## config.mk

```make
export PLATFORM = sky130hd
export DESIGN_NAME = psram_qspi_responder_flat
export DESIGN_NICKNAME = d
export VERILOG_FILES = /design/src/rtl/psram_qspi_responder_if.sv /design/src/rtl/psram_qspi_responder.sv /design/src/flat_wrapper.sv
export SDC_FILE = /design/constraint.sdc
export NUM_CORES = 1
export LEC_CHECK = 0
export BUFFER_PORTS_ARGS = -buffer_cell sky130_fd_sc_hd__buf_2
export CORE_UTILIZATION = 35
export CTS_CLUSTER_DIAMETER = 40
export DETAILED_ROUTE_END_ITERATION = 8
export GPL_ROUTABILITY_DRIVEN = 0
export PLACE_DENSITY_LB_ADDON = 0.3
export SLEW_MARGIN = 5
export SYNTH_ARGS = -nofsm -noshare
export SYNTH_HDL_FRONTEND = slang
export SYNTH_SLANG_ARGS = --single-unit
```

## constraint.sdc

```tcl
create_clock -name i_clk -period 3.8 [get_ports i_clk]
set_input_delay 0.19 -clock i_clk [delete_from_list [all_inputs] [get_ports i_clk]]
set_output_delay 0.19 -clock i_clk [all_outputs]
set_load 0.01 [all_outputs]
```

## src/rtl/psram_qspi_responder_if.sv

```systemverilog
// Pin-side QSPI bus and byte-wide memory port of the PSRAM responder.
// master = controller/memory side, slave = responder.
interface psram_qspi_responder_if #(
    parameter int unsigned ADDR_W = 22
);
    logic              sck;
    logic              ce_n;
    logic [3:0]        din;
    logic [3:0]        dout;
    logic [3:0]        douten;
    logic              qpi_mode;
    logic [ADDR_W-1:0] mem_addr;
    logic              mem_re;
    logic [7:0]        mem_rdata;
    logic              mem_we;
    logic [7:0]        mem_wdata;

    modport master (
        output sck, ce_n, din, mem_rdata,
        input  dout, douten, qpi_mode, mem_addr, mem_re, mem_we, mem_wdata
    );

    modport slave (
        input  sck, ce_n, din, mem_rdata,
        output dout, douten, qpi_mode, mem_addr, mem_re, mem_we, mem_wdata
    );
endinterface

```

## src/rtl/psram_qspi_responder.sv

```systemverilog
// QSPI PSRAM target: oversamples sck/ce_n/din with clk and serves EBh quad reads,
// 38h quad writes and 35h/F5h quad-mode entry/exit on a byte-wide memory port.
module psram_qspi_responder #(
    parameter int unsigned ADDR_W = 22,
    parameter int unsigned DUMMY  = 6
) (
    input  logic                  i_clk,
    input  logic                  i_rst_n,
    psram_qspi_responder_if.slave io_bus
);
    typedef enum logic [2:0] {
        StIdle, StCmd, StAddr, StDummy, StRdata, StWdata, StIgnore
    } state_e;

    state_e            r_state;
    logic [1:0]        r_sck_sync;
    logic [1:0]        r_cen_sync;
    logic [3:0]        r_din_s1;
    logic [3:0]        r_din_s2;
    logic              r_sck_prev;
    logic              r_cen_prev;
    logic              r_qpi;
    logic [7:0]        r_cmd;
    logic [7:0]        r_cnt;
    logic [ADDR_W-1:0] r_addr;
    logic [ADDR_W-1:0] r_mem_addr;
    logic              r_mem_re;
    logic              r_mem_we;
    logic [7:0]        r_mem_wdata;
    logic              r_re_d;
    logic [7:0]        r_rbuf;
    logic [3:0]        r_nib;
    logic              r_half;
    logic [3:0]        r_dout;
    logic              r_douten;

    logic              w_sck_rise;
    logic              w_sck_fall;
    logic              w_cen_fall;
    logic              w_cen_rise;
    logic              w_active;
    logic [3:0]        w_din;
    logic [7:0]        w_cmd_next;
    logic              w_cmd_last;
    logic [ADDR_W-1:0] w_addr_next;
    logic [ADDR_W-1:0] w_addr_inc;

    assign w_sck_rise  = r_sck_sync[1] & ~r_sck_prev;
    assign w_sck_fall  = ~r_sck_sync[1] & r_sck_prev;
    assign w_cen_fall  = ~r_cen_sync[1] & r_cen_prev;
    assign w_cen_rise  = r_cen_sync[1] & ~r_cen_prev;
    assign w_active    = ~r_cen_sync[1];
    assign w_din       = r_din_s2;
    assign w_cmd_next  = r_qpi ? {r_cmd[3:0], w_din} : {r_cmd[6:0], w_din[0]};
    assign w_cmd_last  = r_qpi ? (r_cnt == 8'd1) : (r_cnt == 8'd7);
    // Shifting 24 address bits through ADDR_W bits drops the unused upper bits.
    assign w_addr_next = {r_addr[ADDR_W-5:0], w_din};
    assign w_addr_inc  = r_addr + {{(ADDR_W-1){1'b0}}, 1'b1};

    always_ff @(posedge i_clk or negedge i_rst_n) begin
        if (!i_rst_n) begin
            r_state     <= StIdle;
            r_sck_sync  <= 2'b00;
            r_cen_sync  <= 2'b11;
            r_din_s1    <= 4'h0;
            r_din_s2    <= 4'h0;
            r_sck_prev  <= 1'b0;
            r_cen_prev  <= 1'b1;
            r_qpi       <= 1'b0;
            r_cmd       <= 8'h00;
            r_cnt       <= 8'h00;
            r_addr      <= '0;
            r_mem_addr  <= '0;
            r_mem_re    <= 1'b0;
            r_mem_we    <= 1'b0;
            r_mem_wdata <= 8'h00;
            r_re_d      <= 1'b0;
            r_rbuf      <= 8'h00;
            r_nib       <= 4'h0;
            r_half      <= 1'b0;
            r_dout      <= 4'h0;
            r_douten    <= 1'b0;
        end else begin
            r_sck_sync <= {r_sck_sync[0], io_bus.sck};
            r_cen_sync <= {r_cen_sync[0], io_bus.ce_n};
            r_din_s1   <= io_bus.din;
            r_din_s2   <= r_din_s1;
            r_sck_prev <= r_sck_sync[1];
            r_cen_prev <= r_cen_sync[1];
            r_mem_re   <= 1'b0;
            r_mem_we   <= 1'b0;
            // Memory returns data one clk after the strobe; hold it for the nibble shifter.
            r_re_d     <= r_mem_re;
            if (r_re_d) begin
                r_rbuf <= io_bus.mem_rdata;
            end

            if (w_cen_rise) begin
                r_state  <= StIdle;
                r_douten <= 1'b0;
                r_dout   <= 4'h0;
                r_half   <= 1'b0;
            end else begin
                unique case (r_state)
                    StIdle: begin
                        if (w_cen_fall) begin
                            r_state <= StCmd;
                            r_cnt   <= 8'h00;
                            r_cmd   <= 8'h00;
                        end
                    end
                    StCmd: begin
                        if (w_active && w_sck_rise) begin
                            r_cmd <= w_cmd_next;
                            r_cnt <= r_cnt + 8'd1;
                            if (w_cmd_last) begin
                                r_cnt <= 8'h00;
                                if (!r_qpi && w_cmd_next == 8'h35) begin
                                    r_qpi   <= 1'b1;
                                    r_state <= StIgnore;
                                end else if (r_qpi && w_cmd_next == 8'hF5) begin
                                    r_qpi   <= 1'b0;
                                    r_state <= StIgnore;
                                end else if (r_qpi && (w_cmd_next == 8'hEB ||
                                                       w_cmd_next == 8'h38)) begin
                                    r_state <= StAddr;
                                end else begin
                                    r_state <= StIgnore;
                                end
                            end
                        end
                    end
                    StAddr: begin
                        if (w_active && w_sck_rise) begin
                            r_addr <= w_addr_next;
                            r_cnt  <= r_cnt + 8'd1;
                            if (r_cnt == 8'd5) begin
                                r_cnt <= 8'h00;
                                if (r_cmd == 8'hEB) begin
                                    r_state    <= StDummy;
                                    r_mem_addr <= w_addr_next;
                                    r_mem_re   <= 1'b1;
                                end else begin
                                    r_state <= StWdata;
                                    r_half  <= 1'b0;
                                end
                            end
                        end
                    end
                    StDummy: begin
                        if (w_active && w_sck_rise) begin
                            if (r_cnt == 8'(DUMMY - 1)) begin
                                r_state <= StRdata;
                                r_half  <= 1'b0;
                            end else begin
                                r_cnt <= r_cnt + 8'd1;
                            end
                        end
                    end
                    StRdata: begin
                        if (w_active && w_sck_fall) begin
                            r_douten <= 1'b1;
                            if (!r_half) begin
                                r_dout <= r_rbuf[7:4];
                                r_half <= 1'b1;
                            end else begin
                                r_dout     <= r_rbuf[3:0];
                                r_half     <= 1'b0;
                                r_addr     <= w_addr_inc;
                                r_mem_addr <= w_addr_inc;
                                r_mem_re   <= 1'b1;
                            end
                        end
                    end
                    StWdata: begin
                        if (w_active && w_sck_rise) begin
                            if (!r_half) begin
                                r_nib  <= w_din;
                                r_half <= 1'b1;
                            end else begin
                                r_mem_wdata <= {r_nib, w_din};
                                r_mem_addr  <= r_addr;
                                r_mem_we    <= 1'b1;
                                r_addr      <= w_addr_inc;
                                r_half      <= 1'b0;
                            end
                        end
                    end
                    StIgnore: begin
                    end
                    default: r_state <= StIdle;
                endcase
            end
        end
    end

    assign io_bus.dout      = r_dout;
    assign io_bus.douten    = {4{r_douten}};
    assign io_bus.qpi_mode  = r_qpi;
    assign io_bus.mem_addr  = r_mem_addr;
    assign io_bus.mem_re    = r_mem_re;
    assign io_bus.mem_we    = r_mem_we;
    assign io_bus.mem_wdata = r_mem_wdata;
endmodule
```

## src/flat_wrapper.sv

```systemverilog
// flat-port wrapper written by rule: the top's interface ports become plain ports
module psram_qspi_responder_flat 
#(
    parameter int unsigned ADDR_W = 22,
    parameter int unsigned DUMMY  = 6
)
  (i_clk, i_rst_n, io_bus_sck, io_bus_ce_n, io_bus_din, io_bus_mem_rdata, io_bus_dout, io_bus_douten, io_bus_qpi_mode, io_bus_mem_addr, io_bus_mem_re, io_bus_mem_we, io_bus_mem_wdata);
  psram_qspi_responder_if #(.ADDR_W(ADDR_W)) io_bus_i ();
  input  logic i_clk;
  input  logic i_rst_n;
  input wire logic [$bits(io_bus_i.sck)-1:0] io_bus_sck;
  input wire logic [$bits(io_bus_i.ce_n)-1:0] io_bus_ce_n;
  input wire logic [$bits(io_bus_i.din)-1:0] io_bus_din;
  input wire logic [$bits(io_bus_i.mem_rdata)-1:0] io_bus_mem_rdata;
  output wire logic [$bits(io_bus_i.dout)-1:0] io_bus_dout;
  output wire logic [$bits(io_bus_i.douten)-1:0] io_bus_douten;
  output wire logic [$bits(io_bus_i.qpi_mode)-1:0] io_bus_qpi_mode;
  output wire logic [$bits(io_bus_i.mem_addr)-1:0] io_bus_mem_addr;
  output wire logic [$bits(io_bus_i.mem_re)-1:0] io_bus_mem_re;
  output wire logic [$bits(io_bus_i.mem_we)-1:0] io_bus_mem_we;
  output wire logic [$bits(io_bus_i.mem_wdata)-1:0] io_bus_mem_wdata;
  assign io_bus_i.sck = io_bus_sck;
  assign io_bus_i.ce_n = io_bus_ce_n;
  assign io_bus_i.din = io_bus_din;
  assign io_bus_i.mem_rdata = io_bus_mem_rdata;
  assign io_bus_dout = io_bus_i.dout;
  assign io_bus_douten = io_bus_i.douten;
  assign io_bus_qpi_mode = io_bus_i.qpi_mode;
  assign io_bus_mem_addr = io_bus_i.mem_addr;
  assign io_bus_mem_re = io_bus_i.mem_re;
  assign io_bus_mem_we = io_bus_i.mem_we;
  assign io_bus_mem_wdata = io_bus_i.mem_wdata;
  psram_qspi_responder #(.ADDR_W(ADDR_W), .DUMMY(DUMMY)) u_core (.i_clk(i_clk), .i_rst_n(i_rst_n), .io_bus(io_bus_i));
endmodule
```

==> run metrics <==
Setup crit end=u_core.io_bus.mem_addr[5]; worst vdd ir=317 uV; area delta synth->final=13.1%; clock transition at the registers of the reported paths=80 ps; Final setup viols=0; worst skew pair latency=360 ps; Max stage delay on crit path=550 ps; Mapped Nets=630; Port Buffer Count=56; vias in the first global route=4,492; Crit Path Category=flop to flop; Hold WS=36.1 ps; share of power burned in registers=0.400; Comb power frac=0.382; Register Area=2680 sq um; layout cell share with drive strength beyond 1=0.177; Mapped Area=5790 sq um; clock skew=7.98 ps; CP endpoint kind=flop; die area=17,100 sq um; aggregate global routing overflow=0; cell area power density=732 nW/um^2; Final period util=0.694; CTS Buffer Depth=2; Hold Path Class=input port to asynchronous set/reset pin; routed wire length=13,500 um; GRT Util Overall=0.170; clock sinks=107; Post-CTS Setup Inserts=0; post-synth top area share=0.450; width of the die=131 um; Clock Power Share=0.218; Worst R2R Path Depth=6; top-count cell post-synth=dfrtp_1; routed len/inst=15.7 um; CP cell instances=nand2b_1, o31a_1, o21a_1, nor2_2, buf_4, mux2_1; worst r2r dst=u_core.io_bus.mem_addr[5]; CTS H-Tree Depth=3; syn_area_per_cell=9.47 sq um; CP arrival=2880 ps; main area contributors after synthesis=dfrtp_1, a21oi_1, mux2_1, nand2_1, o21ai_0; fill cell total of the finished layout=1,619; DRT iter0 DRCs=364; Final HPWL DP=9160 um; Top FF cell, synth=dfrtp_1; Final Hold Vio Count=0; top post-synthesis cells by count=dfrtp_1, nand2_1, a21oi_1; drt first pass iters=5; core area=16,000 sq um; first-pass GRT wire length=22,500 um; Setup TNS=0 ps; number of flops mapped to enable cells by yosys=0; top cell type by total area after synthesis=dfrtp_1; multi-input logic area=2810 sq um; Seq cells post-synth=107; clk root buf=clkbuf_16; beginning of the critical path=u_core.r_state[1]; crit path time final=2640 ps; IO Count=57; achievable frequency=379 MHz; post-synth cell types=72; Max-Cap Viols=0; CTS resizes=0; Final Max Slew Viols=0; Tightest Pin Transition=1090 ps; Vert. Die Dim=131 um; largest net degree at the start of global routing=86; Yosys Warn Count=0; setup slack, reg-to-reg=1160 ps; worst-path fanout max=19; RSZ-0062 raised after global routing=false; cell-internal power=2.84 mW; DR vias=4,735; Routed Antenna Nets=0; status=finished clean; Layout Nets=657; # hold bufs at CTS=6; initial core utilization=0.362; CTS tree=yes; # diodes=0; Max stage delay cell, worst path=nand2b_1; DRC violations left=0; Switching Fraction=0.408; asr flop ratio synth=1.00; CTS Buf Count=9; Leak=2.72 nW; row cnt=46; RR Startpoint=u_core.r_state[1]; Slew Limit Headroom=0.270; initial antenna violation count=0; Worst setup SP type=flop; NetSw=1.95 mW; Req. time, crit path=4040 ps; cells after synthesis=611; Via density=5.51; Seq/Total Area, Yosys=0.463
-- state kept, by name, indices dropped and copies added, names as in the netlist, 3 cells and up --
signal / flops
u_core.r_rbuf: 8
u_core.r_cmd: 8
u_core.r_din_s1: 4
u_core.r_cnt: 8
u_core.r_state: 3
u_core.r_nib: 4
u_core.io_bus.mem_wdata: 8
u_core.r_din_s2: 4
u_core.r_addr: 22
u_core.io_bus.dout: 4
u_core.io_bus.mem_addr: 22
-- power by group through the flow --
stage	logic, mW	clock network, mW	registers, mW
final	1.83	1.04	1.92
after global routing	2.06	1.12	1.98
after CTS	1.85	1.08	1.91
after detailed placement	1.83	0	1.93
after global placement	1.80	0	1.91
after floorplan	1.56	0	1.72
-- per-stage QoR --
step	std cells	total power [mW]	worst slack [ps]	instance area (sq um)	util
2_1_floorplan	611	3.27	1660	5790	-
3_3_place_gp	837	3.71	1280	6150	0.385
3_5_place_dp	837	3.76	1170	6150	0.385
4_1_cts	859	4.84	1160	6550	0.409
5_1_grt	859	5.16	1010	6550	0.409
6_report	859	4.79	1160	6550	0.409
-- logic make-up (layout without fill, tap and decap cells) --
family                     count (synthesis)  in the layout  share of synthesized area
and+or+nand+nor                          212            212                      0.194
AOI/OAI and AO/OA                        164            164                      0.175
DFF                                      107            107                      0.463
buffers and inverters                     66             98                     0.0543
muxes                                     47             47                     0.0889
xor gates and xnor gates                  12             12                     0.0182
adders and majority gates                  3              3                    0.00649
-- cell type report --
| type | instances | share of cell area |
|---|---|---|
| multi-input combinational | 438 | 0.430 |
| clock buffer | 9 | 0.0344 |
| inverter | 12 | 0.00688 |
| tap | 216 | 0.0413 |
| clock inverter | 7 | 0.0168 |
| timing repair buffer | 70 | 0.0615 |
| sequential | 107 | 0.410 |
-- cells in the final DEF (no fill, tap or decap), drive strengths merged, types with 10 or more instances in the layout --
cell type	Yosys	layout
nand2	61	61
mux2i	12	12
inv	10	13
nor2	42	42
o31ai	12	12
nand3	25	25
nand4	10	10
buf	22	64
o21ai	41	41
o22ai	11	11
mux2	35	35
dfrtp	104	104
xnor2	10	10
a21oi	56	56
-- metal layers --
| layer | global-route usage | share of wire |
|---|---|---|
| met4 | 0.0683 | 0.019 |
| met1 | 0.219 | 0.46 |
| met2 | 0.278 | 0.49 |
| met3 | 0.0354 | 0.031 |
| met5 | 0 | 0 |
-- worst min path at each step --
stage,from,end,slack [ps]
final,i_rst_n,u_core.io_bus.mem_addr[6],40
after global routing,io_bus_mem_rdata[1],u_core.r_rbuf[1],50
after CTS,io_bus_mem_rdata[2],u_core.r_rbuf[2],50
after detailed placement,io_bus_din[3],u_core.r_din_s1[3],300
after global placement,io_bus_din[1],u_core.r_din_s1[1],300
after floorplan,i_rst_n,u_core.io_bus.dout[0],-110
-- worst max-delay path: cells and delay by family (launching register included) --
| family | cells | cell delay, ps |
|---|---|---|
| multiplexers | 1 | 340 |
| buffers and inverters | 1 | 240 |
| AND/OR/NAND/NOR | 2 | 680 |
| AO/OA/AOI/OAI | 2 | 720 |
| flip-flops | 1 | 520 |
(Power assumes the default switching activity.)
